$ cat src/rtl/planar_packer_pkg.sv
// Shared HuC6270 tile-format types and constants, used by both the fetch
// side and the planar packer.
package planar_packer_pkg;
  typedef logic [3:0]      pix_idx_t;
  typedef logic [3:0][7:0] plane_row_t;

  localparam int TILE_WORDS   = 16;
  localparam int PLANE_HI_OFS = 8;

  typedef enum logic [1:0] {S_IDLE, S_W0, S_W1} wr_state_e;
endpackage

$ cat src/rtl/planar_packer_acc.sv
// Plane shift-register accumulator: scatters each pixel's index bits into four
// 8-bit planes, leftmost pixel landing in the MSB.
module plane_accumulator
  import planar_packer_pkg::*;
(
  input  logic       i_clock,
  input  logic       i_reset,
  input  logic       i_clear,
  input  logic       i_accept,
  input  pix_idx_t   i_pix,
  input  logic       i_take,
  output plane_row_t o_row,
  output logic       o_full,
  output logic       o_last
);
  plane_row_t r_planes;
  logic [3:0] r_cnt;
  plane_row_t w_row;

  assign o_full = (r_cnt == 4'd8);
  assign o_last = (r_cnt == 4'd7);
  assign o_row  = w_row;

  // Row view with the pixel on the bus already merged, so an 8th pixel can be
  // handed to the line buffer on the same edge it is accepted.
  always_comb begin
    w_row = r_planes;
    if (!o_full)
      for (int k = 0; k < 4; k++) w_row[k][3'd7 - r_cnt[2:0]] = i_pix[k];
  end

  always_ff @(posedge i_clock or posedge i_reset) begin
    if (i_reset) begin
      r_planes <= '0;
      r_cnt    <= '0;
    end else if (i_clear) begin
      r_cnt <= '0;
    end else begin
      if (i_accept) r_planes <= w_row;
      if (i_take)        r_cnt <= '0;
      else if (i_accept) r_cnt <= r_cnt + 4'd1;
    end
  end
endmodule

$ cat src/rtl/planar_packer.sv
// Packs a 4-bit pixel stream into PC Engine planar tile rows and issues two
// VRAM word writes per row (planes 0/1 at row, planes 2/3 at row+8).
module planar_packer
  import planar_packer_pkg::*;
#(
  parameter int ADDR_W = 16
) (
  input  logic              clock,
  input  logic              reset,
  input  logic              start,
  input  logic [ADDR_W-1:0] base_addr,
  input  logic              pix_valid,
  output logic              pix_ready,
  input  logic [3:0]        pix_index,
  output logic              vram_valid,
  input  logic              vram_ready,
  output logic [ADDR_W-1:0] vram_addr,
  output logic [15:0]       vram_data,
  output logic              tile_done
);
  wr_state_e         r_state, w_state_nxt;
  plane_row_t        r_buf;
  logic [2:0]        r_row;
  logic [ADDR_W-1:0] r_tile_base;
  logic              r_tile_done;

  plane_row_t w_acc_row;
  logic       w_full, w_last, w_accept, w_w1_hs, w_free, w_load;
  logic [ADDR_W-1:0] w_row_addr;

  assign pix_ready = !w_full && !start;
  assign w_accept  = pix_valid && pix_ready;
  assign w_w1_hs   = (r_state == S_W1) && vram_ready && !start;
  assign w_free    = (r_state == S_IDLE) || w_w1_hs;
  // A full row waits in the accumulator until the buffer frees.
  assign w_load    = !start && w_free && (w_full || (w_accept && w_last));
  assign tile_done = r_tile_done;
  assign w_row_addr = r_tile_base + ADDR_W'(r_row);

  plane_accumulator u_acc (
    .i_clock  (clock),
    .i_reset  (reset),
    .i_clear  (start),
    .i_accept (w_accept),
    .i_pix    (pix_index),
    .i_take   (w_load),
    .o_row    (w_acc_row),
    .o_full   (w_full),
    .o_last   (w_last)
  );

  always_comb begin
    w_state_nxt = r_state;
    vram_valid  = 1'b0;
    vram_addr   = '0;
    vram_data   = '0;
    case (r_state)
      S_IDLE: if (w_load) w_state_nxt = S_W0;
      S_W0: begin
        vram_valid = 1'b1;
        vram_addr  = w_row_addr;
        vram_data  = {r_buf[1], r_buf[0]};
        if (vram_ready) w_state_nxt = S_W1;
      end
      S_W1: begin
        vram_valid = 1'b1;
        vram_addr  = w_row_addr + ADDR_W'(PLANE_HI_OFS);
        vram_data  = {r_buf[3], r_buf[2]};
        if (vram_ready) w_state_nxt = w_load ? S_W0 : S_IDLE;
      end
      default: w_state_nxt = S_IDLE;
    endcase
    if (start) w_state_nxt = S_IDLE;
  end

  always_ff @(posedge clock or posedge reset) begin
    if (reset) begin
      r_state     <= S_IDLE;
      r_buf       <= '0;
      r_row       <= '0;
      r_tile_base <= '0;
      r_tile_done <= 1'b0;
    end else begin
      r_state     <= w_state_nxt;
      r_tile_done <= w_w1_hs && (r_row == 3'd7);
      if (w_load) r_buf <= w_acc_row;
      if (start) begin
        r_row       <= '0;
        r_tile_base <= base_addr;
      end else if (w_w1_hs) begin
        r_row <= r_row + 3'd1;
        if (r_row == 3'd7) r_tile_base <= r_tile_base + ADDR_W'(TILE_WORDS);
      end
    end
  end
endmodule

$ cat config.mk
export PLATFORM = sky130hd
export DESIGN_NAME = planar_packer
export DESIGN_NICKNAME = d
export VERILOG_FILES = /design/src/rtl/planar_packer_pkg.sv /design/src/rtl/planar_packer_acc.sv /design/src/rtl/planar_packer.sv
export SDC_FILE = /design/constraint.sdc
export NUM_CORES = 1
export LEC_CHECK = 0
export ABC_AREA = 1
export BUFFER_PORTS_ARGS = -buffer_cell sky130_fd_sc_hd__buf_2
export CAP_MARGIN = 20
export CORE_MARGIN = 4
export CORE_UTILIZATION = 45
export CTS_CLUSTER_DIAMETER = 50
export DETAILED_ROUTE_END_ITERATION = 8
export PLACE_DENSITY = 0.74
export SLEW_MARGIN = 20
export SYNTH_ARGS = -nofsm -noshare
export SYNTH_HDL_FRONTEND = slang
export SYNTH_SLANG_ARGS = --single-unit
$ cat constraint.sdc
create_clock -name clock -period 2.8 [get_ports clock]
set_input_delay 0.14 -clock clock [delete_from_list [all_inputs] [get_ports clock]]
set_output_delay 0.14 -clock clock [all_outputs]
set_load 0.1 [all_outputs]
=== Word level (Yosys, flattened, before mapping) ===
Cells that the tools add are included.

* Bitwise operators: 1
* Reductions and logical operators: 21
* Magnitude comparators: 2
* Add/subtract/negate cells: 6
* Equality and inequality tests: 8
* Muxes and demuxes: 24

{| class="wikitable"
|+ Operators with widths
! cell !! number
|-
| case mux 16 bit (2 select lines) || 2
|-
| 2-to-1 mux 16 bit || 3
|-
| bitwise mux 8 bit || 4
|-
| 2-to-1 mux 32 bit || 1
|-
| adder 16 x 3 -> 16 bit || 1
|-
| adder 16 x 4 -> 16 bit, second input constant || 1
|-
| adder 16 x 5 -> 16 bit, second input constant || 1
|-
| 2-to-1 mux 4 bit || 3
|-
| logical AND 1 bit || 9
|-
| != test 3 bit, second input constant || 3
|-
| 2-to-1 mux 2 bit || 4
|-
| 2-to-1 mux 3 bit || 2
|-
| case mux 2 bit (3 select lines) || 1
|-
| adder 4 x 1 -> 4 bit, second input constant || 1
|-
| equality test 4 x 3 -> 1 bit, second input constant || 1
|-
| equality test 4 bit, second input constant || 1
|-
| < comparator 3 x 4 -> 1 bit, second input constant || 1
|-
| AND reduction 2 bit || 2
|-
| nonzero test 2 bit || 2
|-
| adder 3 x 1 -> 3 bit, second input constant || 1
|-
| demux 1 bit (select 3 bit) || 1
|-
| equality test 3 bit, second input constant || 1
|-
| greater-or-equal comparator 3 x 1 -> 1 bit, second input constant || 1
|-
| 2-to-1 mux 1 bit || 3
|-
| other kinds (10) || 12
|}

* Output and inout bits: 35
* Input bits: 25
* Word-level logic and storage cells: 75
* Bits in registers: 90

=== Logic depth before layout (Yosys ltp) ===
* Word-level depth: 11
* Depth in mapped cells: 14
* Gate-level depth less buffers: 14

=== Modules after synthesis ===
Synthesis repeated with hierarchy kept, for this count alone.

* Cell total of the unflattened synthesis: 810
* Area total of the unflattened synthesis: 5676.7 µm²

{| class="wikitable"
|+ By module, submodules not included
! module !! area an instance (µm²) !! seq. area each (µm²) !! cells an instance !! times used
|-
| planar_packer || 3652.3 || 1351.3 || 528 || 1
|-
| plane_accumulator || 2024.4 || 900.9 || 282 || 1
|}

=== Least setup slack after synthesis ===
Ideal clock, no wire load.

* Path kind: register -> output
* From: reg r_row[0]
* To: out vram_addr[11]
* Cell stages (with the launch flop): 14
* Arrival time: 3.604 ns
* Buffers on the path: 0
* Path slack: -0.944 ns
* Data required time: 2.660 ns
* Cell sequence: dfrtp_1 -> ha_1 -> fa_1 -> nand3_1 -> nand2_2 -> xor2_1 -> inv_1 -> ha_1 -> nand2_1 -> nor2_1 -> nand2_1 -> nor2_1 -> o21ai_0 -> a31oi_1

* Longest elaborated chain between the ends: 3

{| class="wikitable"
|+ RTL lines
! element !! RTL line !! RTL
|-
| start: declaration || planar_packer.sv:23 || <nowiki>logic [2:0] r_row;</nowiki>
|-
| start signal: assignment || planar_packer.sv:91 || <nowiki>r_row <= r_row + 3'd1;</nowiki>
|-
| adder 16 x 3 -> 16 bit (*) || planar_packer.sv:38 || <nowiki>assign w_row_addr = r_tile_base + ADDR_W'(r_row);</nowiki>
|-
| adder 16 x 4 -> 16 bit || planar_packer.sv:67 || <nowiki>vram_addr = w_row_addr + ADDR_W'(PLANE_HI_OFS);</nowiki>
|-
| case mux 16 bit (2 select lines) (*) || planar_packer.sv:57 || <nowiki>case (r_state)</nowiki>
|-
| end: declaration || planar_packer.sv:17 || <nowiki>output logic [ADDR_W-1:0] vram_addr,</nowiki>
|}

Every way passes the cells marked *; elsewhere a longest branch is shown, timed or not.

=== Worst setup path in the final report ===
* From: reg r_row[0]
* To: out vram_addr[15]

The elaborated chain is that of the path after synthesis.

==> impl_metrics.yaml <==
min_path:
  hold_path_class: "in2reg"
synth:
  async_reset_ff_frac: 1.00
  synth_nets: 813
  synth_enable_flop_cells: 0
  yosysTopAreaCell: "dfrtp_1"
  ys.flop_type: "dfrtp_1"
  yosysWarningCount: 0
  ys_seq_elements: 90
  synth_top_area_share: 0.417
  synth.most_common_cell: "nand2_1"
  yosys-top-cells-count: "nand2_1 (366), dfrtp_1 (90), inv_1 (58), o21ai_0 (50), nor2_1 (34)"
  netlist_area_mm2: 0.00541
  syn_avg_cell_area_um2: 6.99
  synthCells: 773
  synth_area_leaders: "dfrtp_1 (42%), nand2_1 (25%), o21ai_0 (4.6%)"
  ys_types: 40
  yosysSeqAreaShare: 0.417
final_layout:
  fin_nets: 885
  stdcell_count: 992
  area_delta_synth_final_pct: 26.8
  drive_gt1_frac: 0.216
  num-fill-cells: 1034
  num_antenna_cells: 0
  fin_util: 0.593
power:
  netSwitchingPower_mw: 2.57
  vdd_drop_max_v: 0.000350
  switching_share: 0.483
  seqPwrFrac: 0.296
  finalPower_mw: 5.31
  p_per_area_mw_per_mm2: 775
  pwr-share-clk: 0.215
  internal_power_mw: 2.75
  leakage_nw: 3.30
  combPwrFrac: 0.490
drt:
  routed-via-count: 5237
  drt-initial-drc-count: 391
  ant_nets: 0
  vias_per_cell: 5.28
  drt-total-wl_um: 14300
  drc_errors: 0
  routedWlPerCell_um: 14.4
  firstDrtPassIters: 5
critical_path:
  path_max_fanout: 4
  critPathTopFamily: "adder cells"
  end_kind: "primary output"
  cp.arrival_ns: 2.77
  crit_chain: "ha_2 > fa_2 > nand3_2 > nand2_2 > xor2_2 > inv_2 > ha_4 > nand3_1 > nor2_4 > nand3_1 > nand2_1 > nand3_2 > a21oi_4 > buf_12"
  required_ns: 2.66
  cp_slowest_stage_delay_ns: 0.41
  critical_path_class: "reg2out"
  slowest_stage: "fa_2"
  r2r_setup_slack_ns: 0.42
  crit_buf_inv: 2
  start_kind: "register"
global_route:
  grt_pass1_wl_um: 23600
  grt_max_degree: 91
  antenna_found_initial: 0
  grt_pass1_vias: 4761
  grt-ovfl-total: 0
  grt_usage: 0.206
floorplanning:
  die_area_mm2: 0.0138
  initial_core_util: 0.467
  num_io_pins: 60
  num_rows: 39
  coreArea_mm2: 0.0116
  die_width_um: 118
  die_h_um: 118
timing:
  setup_tns_ns: -0.340
  finalCriticalPeriod_ns: 2.91
  setup_ws_ns: -0.109
  finalCritPeriodShare: 1.04
  worstMarginPinSlew_ns: 0.801
  fin_skew_ns: 0.00941
  fin_hold_ws_ns: 0.00131
  max_slew_margin: 0.462
  grt_setup_unrepaired: "yes"
  setup_viol: 6
  max_freq_ghz: 0.344
  drv_slew: 0
  finalHoldViolCount: 0
clock_tree:
  numCtsBuffers: 9
  clockRootBuffer: "clkbuf_16"
  h-tree-depth: 3
  cts.sinks: 90
  path_clk_slew_ns: 0.06
  clock_latency_ns: 0.35
  cts_tree: "done"
  clock_path_buffers: 2
run_status:
  status: "complete, but fails checks"
  violations: "negative setup slack"
place:
  dp_hpwl_um: 9690
  gp_congestion: 0.867
  port_buffers: 59
  dp.cells: 964
job:
  cap_violations: 0
-- per-stage QoR --
stage | setup WS, ns | area [µm²]
2_1_floorplan | -0.348 | 5640
3_3_place_gp | 0.141 | 6340
3_5_place_dp | 0.102 | 6340
4_1_cts | -0.0432 | 6710
5_1_grt | -0.235 | 6850
6_report | -0.109 | 6850
-- flip-flops by register name (all words and copies together), names as in the netlist --
signal and cells:
u_acc.r_planes 32, tile_done 1, r_row 3, u_acc.r_cnt 4, r_tile_base 16, r_state 2
r_buf 32
-- cells by family (layout without fill, tap and decap cells) --
group                    after synthesis  after routing  share of synthesized area
AO/OA/AOI/OAI                        102            102                      0.105
flip-flops                            90             90                      0.417
XOR/XNOR                              10             10                     0.0162
buffers and inverters                 86            162                     0.0657
AND/OR/NAND/NOR                      470            470                      0.360
adder cells (fa/ha/maj)               15             15                     0.0361
-- layer usage --
| metal | up-vias | share of wire | global-route usage |
|---|---|---|---|
| met5 | - | 0 | 0 |
| met4 | 0 | 0.015 | 0.0652 |
| met3 | 25 | 0.053 | 0.0327 |
| met2 | 146 | 0.47 | 0.330 |
| met1 | 2464 | 0.46 | 0.286 |
| li1 | 2602 | - | - |
-- path summary, 6_finish.rpt --
| kind | start | end | cells after the start |
|---|---|---|---|
| setup / recovery | r_row[0]$_DFFE_PP0P_ | vram_addr[15] | 14 |
| hold / removal | base_addr[2] | r_tile_base[2]$_DFFE_PP0P_ | 3 |
| setup reg to reg | u_acc.r_cnt[0]$_DFFE_PP0P_ | r_buf[24]$_DFFE_PP0P_ | 11 |
| hold reg to reg | u_acc.r_planes[11]$_DFFE_PP0P_ | u_acc.r_planes[11]$_DFFE_PP0P_ | 2 |
| max in group asynchronous | reset | r_buf[20]$_DFFE_PP0P_ | 4 |
| min in group asynchronous | reset | r_tile_base[4]$_DFFE_PP0P_ | 4 |
-- repair_timing --
action	4_1_cts	5_1_grt
hold endpoints to repair	91	0
hold buffers	2	0
pin swaps	4	16
resized for setup	14	26
setup endpoints to repair	9	10
gates cloned	0	0
setup buffers	5	6
-- power by group through the flow --
stage | clock network (mW) | logic, mW | registers [mW]
6_report | 1.14 | 2.60 | 1.57
5_1_grt | 1.20 | 2.76 | 1.59
4_1_cts | 1.15 | 2.57 | 1.57
3_5_place_dp | 0 | 2.52 | 1.59
3_3_place_gp | 0 | 2.51 | 1.59
2_1_floorplan | 0 | 1.92 | 1.57
-- layout by cell type, fill, tap and decap left out, drive strengths merged, types with 9 or more instances in the layout --
| cell | count |
|---|---|
| o21ai | 53 |
| clkbuf | 10 |
| dfrtp | 90 |
| nand4 | 11 |
| nand3 | 34 |
| nor2 | 42 |
| buf | 83 |
| ha | 14 |
| a21oi | 33 |
| xor2 | 9 |
| inv | 60 |
| nand2 | 374 |
-- cell type report --
cell class | count | area, µm² | share of cell area
Inverter | 62 | 238 | 0.0347
Tap cell | 143 | 179 | 0.0261
Multi-Input combinational cell | 597 | 3160 | 0.462
Sequential cell | 90 | 2250 | 0.329
Clock inverter | 5 | 40.0 | 0.00584
Clock buffer | 10 | 229 | 0.0334
Timing Repair Buffer | 85 | 749 | 0.109
-- tightest hold or removal path: stages --
cell	delay [ns]
buf_2	0.07
nand2_1	0.04
nand2_1	0.05
(Power assumes the default switching activity.)
